==> src/rtl/cdiv_pkg.sv <==
// Types and width helpers for the sequential complex divider.
package cdiv_pkg;

   typedef logic [1:0] cdiv_state_t;

   localparam cdiv_state_t ST_IDLE = 2'd0;
   localparam cdiv_state_t ST_PREP = 2'd1;
   localparam cdiv_state_t ST_DIV  = 2'd2;
   localparam cdiv_state_t ST_DONE = 2'd3;

   // Signed numerator of A*conj(B) needs one bit above the product width.
   function automatic int cdiv_num_w(input int dw);
      return 2 * dw + 1;
   endfunction

   // |B|^2 and numerator magnitudes peak at exactly 2^(2W-1), so 2W bits suffice.
   function automatic int cdiv_den_w(input int dw);
      return 2 * dw;
   endfunction

   function automatic int cdiv_cnt_w(input int dw);
      return $clog2(2 * dw);
   endfunction

   localparam int CDIV_DATA_WIDTH = 8;
   localparam int CDIV_ITER       = 2 * CDIV_DATA_WIDTH;
   localparam int CDIV_NUM_W      = cdiv_num_w(CDIV_DATA_WIDTH);
   localparam int CDIV_DEN_W      = cdiv_den_w(CDIV_DATA_WIDTH);
   localparam int CDIV_CNT_W      = cdiv_cnt_w(CDIV_DATA_WIDTH);

endpackage

==> src/rtl/sat_pkg.sv <==
// Shared saturation helpers for the FFT datapath. All saturation is symmetric:
// the most negative code of the target width is never produced.
package sat_pkg;

   localparam int SAT_MAX_W = 64;

   // 9->8 saturator used after the FFT butterflies.
   function automatic logic signed [7:0] sat_9to8(input logic signed [8:0] x);
      if (x > 9'sd127) begin
         return 8'sd127;
      end
      if (x < -9'sd127) begin
         return -8'sd127;
      end
      return x[7:0];
   endfunction

   // Generic saturation of any value up to SAT_MAX_W bits to +/-(2^(w-1)-1).
   // Callers sign-extend into SAT_MAX_W and truncate the result to w bits.
   function automatic logic signed [SAT_MAX_W-1:0] sat_sym(
      input logic signed [SAT_MAX_W-1:0] x,
      input int                          w
   );
      logic signed [SAT_MAX_W-1:0] lim;
      lim = (SAT_MAX_W'(1) <<< (w - 1)) - SAT_MAX_W'(1);
      if (x > lim) begin
         return lim;
      end
      if (x < -lim) begin
         return -lim;
      end
      return x;
   endfunction

endpackage

==> src/rtl/cdiv_udiv_step.sv <==
// One restoring-division iteration: shift the next numerator bit into the
// remainder, subtract the divisor if it fits, shift the quotient bit in.
module udiv_step #(
   parameter int MAG_W = 16
) (
   input  logic [MAG_W-1:0] rem_i,
   input  logic [MAG_W-1:0] quo_i,
   input  logic [MAG_W-1:0] den_i,
   output logic [MAG_W-1:0] rem_o,
   output logic [MAG_W-1:0] quo_o
);

   logic [MAG_W:0] trial;
   logic [MAG_W:0] den_x;

   // The quotient register doubles as the numerator shift register.
   always_comb begin
      trial = {rem_i, quo_i[MAG_W-1]};
      den_x = {1'b0, den_i};
      if (trial >= den_x) begin
         rem_o = MAG_W'(trial - den_x);
         quo_o = {quo_i[MAG_W-2:0], 1'b1};
      end else begin
         rem_o = trial[MAG_W-1:0];
         quo_o = {quo_i[MAG_W-2:0], 1'b0};
      end
   end

endmodule

==> src/rtl/cdiv.sv <==
// Sequential complex divider Y = A/B = A*conj(B)/|B|^2, both components in
// parallel, one quotient bit per cycle, symmetric saturation on the result.
//
// state   | meaning
// IDLE    | ready for operands, last result held on Y
// PREP    | form numerators and |B|^2, catch divide-by-zero
// DIV     | ITER restoring iterations, counter counts down to 0
// DONE    | result valid, held until out_ready
module cdiv
   import sat_pkg::*;
   import cdiv_pkg::*;
#(
   parameter int DATA_WIDTH = CDIV_DATA_WIDTH
) (
   input  logic                         clk,
   input  logic                         rst_n,
   input  logic                         in_valid,
   output logic                         in_ready,
   input  logic signed [DATA_WIDTH-1:0] A_real,
   input  logic signed [DATA_WIDTH-1:0] A_imag,
   input  logic signed [DATA_WIDTH-1:0] B_real,
   input  logic signed [DATA_WIDTH-1:0] B_imag,
   output logic                         out_valid,
   input  logic                         out_ready,
   output logic signed [DATA_WIDTH-1:0] Y_real,
   output logic signed [DATA_WIDTH-1:0] Y_imag,
   output logic                         div_zero
);

   localparam int ITER  = 2 * DATA_WIDTH;
   localparam int NUM_W = cdiv_num_w(DATA_WIDTH);
   localparam int MAG_W = cdiv_den_w(DATA_WIDTH);
   localparam int CNT_W = cdiv_cnt_w(DATA_WIDTH);

   cdiv_state_t                  state_q, state_d;
   logic signed [DATA_WIDTH-1:0] a_r_q, a_r_d, a_i_q, a_i_d;
   logic signed [DATA_WIDTH-1:0] b_r_q, b_r_d, b_i_q, b_i_d;
   logic [MAG_W-1:0]             den_q, den_d;
   logic [MAG_W-1:0]             rem_r_q, rem_r_d, rem_i_q, rem_i_d;
   logic [MAG_W-1:0]             quo_r_q, quo_r_d, quo_i_q, quo_i_d;
   logic                         neg_r_q, neg_r_d, neg_i_q, neg_i_d;
   logic [CNT_W-1:0]             cnt_q, cnt_d;
   logic signed [DATA_WIDTH-1:0] y_r_q, y_r_d, y_i_q, y_i_d;
   logic                         dz_q, dz_d;

   logic signed [NUM_W-1:0]      ar_x, ai_x, br_x, bi_x;
   logic signed [NUM_W-1:0]      nr_c, ni_c;
   logic [MAG_W-1:0]             nr_mag, ni_mag, den_c;
   logic [MAG_W-1:0]             rem_r_nxt, rem_i_nxt, quo_r_nxt, quo_i_nxt;
   logic signed [SAT_MAX_W-1:0]  qs_r, qs_i;
   logic signed [DATA_WIDTH-1:0] y_r_fin, y_i_fin;

   always_comb begin
      ar_x   = NUM_W'(a_r_q);
      ai_x   = NUM_W'(a_i_q);
      br_x   = NUM_W'(b_r_q);
      bi_x   = NUM_W'(b_i_q);
      nr_c   = ar_x * br_x + ai_x * bi_x;
      ni_c   = ai_x * br_x - ar_x * bi_x;
      den_c  = MAG_W'(br_x * br_x + bi_x * bi_x);
      nr_mag = MAG_W'(nr_c[NUM_W-1] ? -nr_c : nr_c);
      ni_mag = MAG_W'(ni_c[NUM_W-1] ? -ni_c : ni_c);
   end

   udiv_step #(.MAG_W(MAG_W)) u_step_r (
      .rem_i (rem_r_q),
      .quo_i (quo_r_q),
      .den_i (den_q),
      .rem_o (rem_r_nxt),
      .quo_o (quo_r_nxt)
   );

   udiv_step #(.MAG_W(MAG_W)) u_step_i (
      .rem_i (rem_i_q),
      .quo_i (quo_i_q),
      .den_i (den_q),
      .rem_o (rem_i_nxt),
      .quo_o (quo_i_nxt)
   );

   // Sign is reapplied to the magnitude quotient, which gives truncation toward zero.
   always_comb begin
      qs_r    = neg_r_q ? -$signed(SAT_MAX_W'(quo_r_nxt)) : $signed(SAT_MAX_W'(quo_r_nxt));
      qs_i    = neg_i_q ? -$signed(SAT_MAX_W'(quo_i_nxt)) : $signed(SAT_MAX_W'(quo_i_nxt));
      y_r_fin = DATA_WIDTH'(sat_sym(qs_r, DATA_WIDTH));
      y_i_fin = DATA_WIDTH'(sat_sym(qs_i, DATA_WIDTH));
   end

   always_comb begin
      state_d = state_q;
      a_r_d   = a_r_q;
      a_i_d   = a_i_q;
      b_r_d   = b_r_q;
      b_i_d   = b_i_q;
      den_d   = den_q;
      rem_r_d = rem_r_q;
      rem_i_d = rem_i_q;
      quo_r_d = quo_r_q;
      quo_i_d = quo_i_q;
      neg_r_d = neg_r_q;
      neg_i_d = neg_i_q;
      cnt_d   = cnt_q;
      y_r_d   = y_r_q;
      y_i_d   = y_i_q;
      dz_d    = dz_q;
      case (state_q)
         ST_IDLE: begin
            if (in_valid) begin
               a_r_d   = A_real;
               a_i_d   = A_imag;
               b_r_d   = B_real;
               b_i_d   = B_imag;
               state_d = ST_PREP;
            end
         end
         ST_PREP: begin
            if (den_c == '0) begin
               dz_d    = 1'b1;
               y_r_d   = '0;
               y_i_d   = '0;
               state_d = ST_DONE;
            end else begin
               dz_d    = 1'b0;
               den_d   = den_c;
               rem_r_d = '0;
               rem_i_d = '0;
               quo_r_d = nr_mag;
               quo_i_d = ni_mag;
               neg_r_d = nr_c[NUM_W-1];
               neg_i_d = ni_c[NUM_W-1];
               cnt_d   = CNT_W'(ITER - 1);
               state_d = ST_DIV;
            end
         end
         ST_DIV: begin
            rem_r_d = rem_r_nxt;
            rem_i_d = rem_i_nxt;
            quo_r_d = quo_r_nxt;
            quo_i_d = quo_i_nxt;
            cnt_d   = cnt_q - CNT_W'(1);
            if (cnt_q == '0) begin
               y_r_d   = y_r_fin;
               y_i_d   = y_i_fin;
               state_d = ST_DONE;
            end
         end
         ST_DONE: begin
            if (out_ready) begin
               state_d = ST_IDLE;
            end
         end
         default: begin
            state_d = ST_IDLE;
         end
      endcase
   end

   always_ff @(posedge clk or negedge rst_n) begin
      if (!rst_n) begin
         state_q <= ST_IDLE;
         a_r_q   <= '0;
         a_i_q   <= '0;
         b_r_q   <= '0;
         b_i_q   <= '0;
         den_q   <= '0;
         rem_r_q <= '0;
         rem_i_q <= '0;
         quo_r_q <= '0;
         quo_i_q <= '0;
         neg_r_q <= 1'b0;
         neg_i_q <= 1'b0;
         cnt_q   <= '0;
         y_r_q   <= '0;
         y_i_q   <= '0;
         dz_q    <= 1'b0;
      end else begin
         state_q <= state_d;
         a_r_q   <= a_r_d;
         a_i_q   <= a_i_d;
         b_r_q   <= b_r_d;
         b_i_q   <= b_i_d;
         den_q   <= den_d;
         rem_r_q <= rem_r_d;
         rem_i_q <= rem_i_d;
         quo_r_q <= quo_r_d;
         quo_i_q <= quo_i_d;
         neg_r_q <= neg_r_d;
         neg_i_q <= neg_i_d;
         cnt_q   <= cnt_d;
         y_r_q   <= y_r_d;
         y_i_q   <= y_i_d;
         dz_q    <= dz_d;
      end
   end

   assign in_ready  = (state_q == ST_IDLE);
   assign out_valid = (state_q == ST_DONE);
   assign Y_real    = y_r_q;
   assign Y_imag    = y_i_q;
   assign div_zero  = dz_q;

endmodule

==> config.mk <==
export PLATFORM = sky130hd
export DESIGN_NAME = cdiv
export DESIGN_NICKNAME = d
export VERILOG_FILES = /design/src/rtl/cdiv_pkg.sv /design/src/rtl/sat_pkg.sv /design/src/rtl/cdiv_udiv_step.sv /design/src/rtl/cdiv.sv
export SDC_FILE = /design/constraint.sdc
export NUM_CORES = 1
export LEC_CHECK = 0
export CAP_MARGIN = 10
export CORE_MARGIN = 3
export CORE_UTILIZATION = 32
export CTS_CLUSTER_DIAMETER = 120
export DETAILED_ROUTE_END_ITERATION = 10
export GPL_ROUTABILITY_DRIVEN = 0
export PLACE_DENSITY = 0.47
export SLEW_MARGIN = 20
export SYNTH_ARGS = -nofsm -noshare
export SYNTH_HDL_FRONTEND = slang
export SYNTH_SLANG_ARGS = --single-unit
==> constraint.sdc <==
create_clock -name clk -period 19.5 [get_ports clk]
set_input_delay 4.875 -clock clk [delete_from_list [all_inputs] [get_ports clk]]
set_output_delay 4.875 -clock clk [all_outputs]
set_load 0.01 [all_outputs]
==> results.txt, run 1 <==
DIE HEIGHT -> 284.2 um
Layout cells sized above 1 -> 5.156%
Dpl ws -> 10010 ps
Clock Path Buffers -> 2
Total track usage -> 16.56%
Most frequent cells in the layout -> inv_1 (543), fa_1 (393), nand2_1 (238)
# DRC -> 0
CP endpoint kind -> register
Core Footprint -> 0.07633 mm2
Max frequency -> 0.1069 GHz
Initial Util -> 32.45%
Final setup vio count -> 0
Largest area contributor in the netlist -> fa_1
Post-CTS sizing -> 0
Critical path class -> register to register
CTS tree -> done
Filler cell count in the final layout -> 7924
Sequential fraction of the synthesis area -> 13.84%
First-pass GRT wire length -> 106000 um
Port bufs -> 54
Storage cell area -> 0.003428 mm2
DR iter-0 viols -> 969
Cell count after synthesis -> 2748
Yosys top cell area share -> 31.77%
Critical path origin -> b_i_q[7]
Final Cycle Share -> 47.95%
Core Util, Final -> 35.33%
Synth Cell Area -> 0.02477 mm2
Worst Min Path Start -> den_q[7]
PnR worst setup slack -> 10150 ps
Clock Sinks -> 137
Max-Cap Viols -> 0
# rows -> 101
Multi-input gate area -> 0.01891 mm2
Area delta synth->final -> 8.881%
Drt total wl -> 65150 um
Status -> complete, no violations
Initial antenna violation count -> 0
Post CTS Setup Buffer Count -> 0
Vias per cell -> 4.893
Post-synth EDFFs -> 0
Reg clk slew, reported paths -> 60 ps
Final Max Slew Viols -> 0
Worst-path cell chain -> clkinv_1, nor2_1, fa_1, fa_1, fa_1, fa_1, fa_1, inv_1, fa_1, inv_1, ha_1, or3_4, a311o_1, nand3_1, a22oi_1, xnor2_2, nor3_2, a21oi_2, buf_4, nand2_1, o21ai_0
CP Max Fanout -> 19
CTS Hold Buffers Added -> 0
Setup TNS -> 0 ps
CP required -> 19890 ps
Grt ovf -> 0
Worst EP arrival -> 9740 ps
Largest net degree at the start of global routing -> 98
DIE AREA -> 0.08077 mm2
CP max stage cell -> nor2_1
Worst-Margin Slew -> 1145 ps
Vias -> 18.52k
Synth cell types -> 87
Die X -> 284.2 um
TritonCTS Buffers -> 17
Syn_area_per_cell -> 9.013 um2
Count of final hold-check violations -> 0
# IOs -> 55
Ys Warns -> 0
Hold/Removal Path Class -> register to register
Max H-tree Level -> 4
Syn_nets -> 3388
Number of global-route vias before repair -> 19.30k
Worst path max stage delay -> 970 ps
Post-DRT Antenna Nets -> 0
Yosys reg bits -> 137
Root buf cell -> clkbuf_16
Clock latency on the worst-skew pair -> 480 ps
Diode count -> 0
Commonest non-fill, non-tap cell in the layout -> inv_1
Critical Path Most Common Cell -> fa_1
Asr flop ratio synth -> 100.0%
Final net count -> 3381
Slew headroom -> 23.68%
Post-DP HPWL -> 51150 um
Final worst path period need -> 9351 ps
RSZ-0062 raised after global routing -> no
Critical path launch point type -> register
Main synth FF type -> dfrtp_1
Final Skew -> 12.98 ps
Drt pass-1 iters -> 5
Top cells by area, synth -> fa_1 (32%), dfrtp_1 (14%), ha_1 (11%)
WL/cell -> 17.22 um
Worst R2R Start -> b_i_q[7]
synth_stat cells, types with 38 or more instances:
master / count
and2_1: 169
a21oi_1: 76
fa_1: 393
inv_1: 543
nand2_1: 239
mux2_2: 44
nor2_1: 132
ha_1: 211
nand3_1: 38
xor2_1: 40
xnor2_1: 80
clkbuf_1: 93
o21ai_0: 103
dfrtp_1: 137
sequential cells by signal (all words and copies together), names as in the netlist:
name,flops
Y_imag,8
cnt_q,4
b_i_q,8
b_r_q,8
a_i_q,8
a_r_q,8
quo_i_q,16
rem_r_q,16
den_q,16
quo_r_q,16
neg_r_q,1
rem_i_q,16
neg_i_q,1
Y_real,8
state_q,2
div_zero,1
worst max-delay path, delay by kind of cell (launching register included):
family	cells	cell delay, ps
simple gates	5	2050
compound gates	4	1420
flops	1	680
xor+xnor	1	420
buf+inv	4	1270
fa+ha+maj	7	3410
logic make-up (layout without fill, tap and decap cells):
logic type | count (synthesis) | count (layout) | share of synthesized area (%)
flops | 137 | 137 | 13.84
xor+xnor | 124 | 124 | 4.587
fa+ha+maj | 604 | 604 | 42.42
compound gates | 397 | 397 | 10.85
simple gates | 773 | 773 | 15.72
mux | 60 | 60 | 2.647
buf+inv | 653 | 659 | 9.927
worst paths after layout:
kind | to | slack (ps) | cells past startpoint
max | quo_i_q[9] | 10150 | 21
min | den_q[7] | 480 | 2
max reg2reg | quo_i_q[9] | 10150 | 21
min reg2reg | den_q[7] | 480 | 2
max in group asynchronous | a_i_q[7] | 13700 | 2
min in group asynchronous | rem_r_q[10] | 4510 | 1
layer usage:
| layer | part of all wire, % | GRT usage, % |
|---|---|---|
| met3 | 3.3 | 2.261 |
| met5 | 0 | 0 |
| met2 | 46 | 26.55 |
| met4 | 1.3 | 3.215 |
| met1 | 49 | 23.95 |
final cells by class:
| type | instances | share of cell area (%) |
|---|---|---|
| tap | 1030 | 4.779 |
| sequential | 137 | 12.71 |
| clock buffer | 20 | 1.694 |
| timing repair buffer | 82 | 2.788 |
| inverter | 545 | 7.586 |
| multi-input combinational | 1958 | 70.12 |
| clock inverter | 12 | 0.3248 |
per-stage QoR:
step	std cells	instance area (um2)	hold slack, ps
2_1_floorplan	2748	24770	445.9
3_3_place_gp	3752	26410	467.3
3_5_place_dp	3752	26410	470.7
4_1_cts	3784	26950	484.2
5_1_grt	3784	26970	501.4
6_report	3784	26970	478.5
Power of run 1 is not shown: default switching activity piles up to over one toggle a cycle in this logic, so the estimate is an artifact.
==> run 2: changes to the inputs <==
clock period = 9.4 ns   (was 19.5 ns; I/O delays follow)
==> results.txt, run 2 (same netlist as run 1, synthesis figures left out) <==
CP endpoint kind -> register
Max-Cap Viols -> 0
Max H-tree Level -> 4
Number of global-route vias before repair -> 19.32k
Clock Path Buffers -> 2
Storage cell area -> 0.003428 mm2
Clock latency on the worst-skew pair -> 480 ps
RR Endpoint -> rem_i_q[15]
RSZ-0062 raised after global routing -> no
Worst path max stage delay -> 880 ps
# DRC -> 0
Core Footprint -> 0.07633 mm2
CTS tree -> done
Critical Path Most Common Cell -> fa_1
# rows -> 101
Final Skew -> 11.71 ps
Worst R2R Start -> b_r_q[7]
Multi-input gate area -> 0.01889 mm2
DIE AREA -> 0.08077 mm2
Worst EP arrival -> 8420 ps
Final setup vio count -> 0
Post CTS Setup Buffer Count -> 0
Worst Min Path Start -> Y_imag[0]
Hold/Removal Path Class -> register to register
CP max stage cell -> dfrtp_1
Final net count -> 3383
Initial Util -> 32.45%
Layout cells sized above 1 -> 5.191%
Clock Sinks -> 137
Reg clk slew, reported paths -> 70 ps
Final worst path period need -> 8097 ps
Diode count -> 0
WHS Path Cells -> 1
# IOs -> 55
CTS Hold Buffers Added -> 0
Status -> complete, no violations
Count of final hold-check violations -> 0
Vias -> 18.33k
Dpl ws -> 1285 ps
Final Cycle Share -> 86.14%
Critical path origin -> b_r_q[7]
First-pass GRT wire length -> 106000 um
Vias per cell -> 4.843
PnR worst setup slack -> 1303 ps
Post-CTS sizing -> 0
Setup TNS -> 0 ps
Grt ovf -> 0
Area delta synth->final -> 9.012%
Filler cell count in the final layout -> 7911
TritonCTS Buffers -> 17
Worst-path cell chain -> inv_1, buf_4, nor2_1, fa_1, fa_1, fa_1, fa_1, fa_1, inv_1, fa_1, inv_1, ha_1, or3_4, a311o_1, a21o_1, a211oi_2, o2111ai_2, nor3_2, nand2b_1, buf_4, o31ai_1
CP required -> 9730 ps
Final Max Slew Viols -> 0
Final hold slack -> 476.4 ps
CP Max Fanout -> 21
Initial antenna violation count -> 0
Critical path launch point type -> register
Post-DRT Antenna Nets -> 0
Max frequency -> 0.1235 GHz
Worst-Margin Slew -> 1047 ps
FF-to-FF setup slack -> 1300 ps
Worst reg2reg path depth -> 21
Commonest non-fill, non-tap cell in the layout -> inv_1
Critical path class -> register to register
WHS Endpoint -> Y_imag[0]
Slew headroom -> 30.18%
Root buf cell -> clkbuf_16
WL/cell -> 16.97 um
Largest net degree at the start of global routing -> 71
Drt pass-1 iters -> 5
DR iter-0 viols -> 1039
DIE HEIGHT -> 284.2 um
Post-DP HPWL -> 51360 um
Die X -> 284.2 um
Most frequent cells in the layout -> inv_1 (543), fa_1 (393), nand2_1 (238)
Port bufs -> 54
Drt total wl -> 64230 um
Total track usage -> 16.53%
[run 2: metal layers]
layer | routed length [um] | GRT usage (%) | up-vias | share of wire, %
li1 | - | - | 8769 | -
met1 | 31850 | 23.82 | 9281 | 50
met2 | 29610 | 26.66 | 239 | 46
met3 | 1819 | 2.061 | 41 | 2.8
met4 | 952 | 3.459 | 0 | 1.5
met5 | 0 | 0 | - | 0
[run 2: how the worst max path moves through the flow]
stage	cells after the start	slack, ps	endpoint
2_1_floorplan	19	2100	den_q[9]
3_3_place_gp	21	1410	rem_i_q[15]
3_5_place_dp	21	1290	rem_i_q[15]
4_1_cts	21	1280	rem_i_q[15]
5_1_grt	21	820	rem_r_q[10]
6_report	21	1300	rem_i_q[15]
[run 2: critical path: cells and delay by family, from the launching register on]
kind                     cells  cell delay (ps)
AO/OA/AOI/OAI                5             1200
adder cells (fa/ha/maj)      7             3280
buffers and inverters        5              850
flip-flops                   1              880
AND/OR/NAND/NOR              4             1700
[run 2: metrics by stage]
stage,instances,util [%],area [um2]
global placement,3754,34.64,26440
floorplan,2748,-,24770
CTS,3785,35.37,27000
global route,3785,35.37,27000
detailed placement,3754,34.64,26440
finish,3785,35.37,27000
[run 2: final cells by class]
class                           count  area share [%]
Multi-Input combinational cell   1958           69.98
Sequential cell                   137           12.70
Tap cell                         1030           4.773
Timing Repair Buffer               84           2.901
Clock buffer                       18           1.627
Clock inverter                     13          0.4449
Inverter                          545           7.577
Power of run 2 is left out for the same reason.
==> run 3: changes to the inputs <==
CORE_MARGIN = 1.5   (was 3)
CTS_CLUSTER_DIAMETER = 200   (was 120)
TNS_END_PERCENT = 100   (was not set)
==> results.txt, run 3 (same netlist as run 1, synthesis figures left out) <==
Worst R2R Start -> b_i_q[7]
CP max stage cell -> dfrtp_1
Clock Path Buffers -> 2
Filler cell count in the final layout -> 7929
Worst path max stage delay -> 740 ps
Root buf cell -> clkbuf_16
Final Skew -> 18.92 ps
Drt pass-1 iters -> 8
Final Max Slew Viols -> 0
Total track usage -> 16.89%
DIE HEIGHT -> 281.2 um
Die X -> 281.2 um
Initial Util -> 32.45%
Worst Min Path Start -> Y_imag[0]
Critical path launch point type -> register
# IOs -> 55
WL/cell -> 16.87 um
DR iter-0 viols -> 991
Vias per cell -> 4.863
Multi-input gate area -> 0.01889 mm2
Number of global-route vias before repair -> 19.14k
Initial antenna violation count -> 0
Port bufs -> 54
CP endpoint kind -> register
Post-DP HPWL -> 51250 um
Layout cells sized above 1 -> 5.118%
Reg clk slew, reported paths -> 70 ps
Storage cell area -> 0.003428 mm2
Grt ovf -> 0
Vias -> 18.41k
Critical Path Most Common Cell -> fa_1
Hold/Removal Path Class -> register to register
RSZ-0062 raised after global routing -> no
Largest net degree at the start of global routing -> 73
Final setup vio count -> 0
CP Max Fanout -> 18
Critical path class -> register to register
DIE AREA -> 0.07908 mm2
Clock Sinks -> 137
Clock latency on the worst-skew pair -> 480 ps
Commonest non-fill, non-tap cell in the layout -> inv_1
Final net count -> 3382
Most frequent cells in the layout -> inv_1 (543), fa_1 (393), nand2_1 (238)
Setup TNS -> 0 ps
Post-DRT Antenna Nets -> 0
CTS tree -> done
Count of final hold-check violations -> 0
# rows -> 101
Final worst path period need -> 8172 ps
Core Footprint -> 0.07633 mm2
Post CTS Setup Buffer Count -> 0
Worst EP arrival -> 8520 ps
Max frequency -> 0.1224 GHz
Post-CTS sizing -> 0
Final Cycle Share -> 86.93%
Drt total wl -> 63870 um
Critical path's top delay family -> adder cells
Critical path origin -> b_i_q[7]
Worst-Margin Slew -> 1044 ps
Diode count -> 0
TritonCTS Buffers -> 17
Worst-path cell chain -> clkinv_1, nor2_1, buf_4, fa_1, fa_1, fa_1, fa_1, fa_1, inv_1, fa_1, inv_1, ha_1, or3_4, a311o_1, a21o_1, a211oi_2, o2111ai_2, nor3_2, nand2b_1, buf_4, o21ai_0
Slew headroom -> 30.13%
CP required -> 9750 ps
Max H-tree Level -> 4
Max-Cap Viols -> 0
# DRC -> 0
CTS Hold Buffers Added -> 0
WP buf/inv -> 5
Status -> complete, no violations
Area delta synth->final -> 9.114%
First-pass GRT wire length -> 104300 um
==> run 3: metrics by stage <==
step | hold slack, ps | util, % | worst slack [ps] | cells | area [um2]
2_1_floorplan | 445.9 | - | 2104 | 2748 | 24770
3_3_place_gp | 466.0 | 34.63 | 1420 | 3753 | 26430
3_5_place_dp | 466.4 | 34.63 | 1297 | 3753 | 26430
4_1_cts | 481.3 | 35.41 | 1293 | 3785 | 27020
5_1_grt | 491.9 | 35.41 | 854.7 | 3785 | 27020
6_report | 472.9 | 35.41 | 1228 | 3785 | 27020
==> run 3: worst register-to-register path, cell delays in order (launching register included) <==
cell,delay [ps]
dfrtp_1,740
clkinv_1,360
nor2_1,170
buf_4,210
fa_1,460
fa_1,540
fa_1,440
fa_1,530
fa_1,550
inv_1,60
fa_1,530
inv_1,40
ha_1,260
or3_4,440
a311o_1,380
a21o_1,210
a211oi_2,230
o2111ai_2,270
nor3_2,660
nand2b_1,530
buf_4,330
o21ai_0,140
==> run 3: final timing paths <==
check,to,slack [ps],depth (start not counted)
hold / removal,Y_imag[0],470,1
hold reg to reg,Y_imag[0],470,1
max in group asynchronous,neg_i_q,6150,2
setup reg to reg,rem_i_q[3],1230,21
setup / recovery,rem_i_q[3],1230,21
min in group asynchronous,rem_i_q[5],1860,1
==> run 3: layout make-up <==
cell class	instances	share of cell area [%]
clock buffers	21	1.704
clock inverters	11	0.5000
inverters	545	7.570
multi-input cells	1958	69.92
flip-flops and latches	137	12.69
well taps	1030	4.769
repair buffers	83	2.857
==> run 3: routing by layer <==
metal | wire length, um | track usage (%) | vias up
met5 | 0 | 0 | -
met4 | 681 | 2.897 | 0
met3 | 2200 | 2.070 | 40
met2 | 29520 | 27.83 | 344
met1 | 31460 | 23.92 | 9268
li1 | - | - | 8754
Power of run 3 is left out for the same reason.
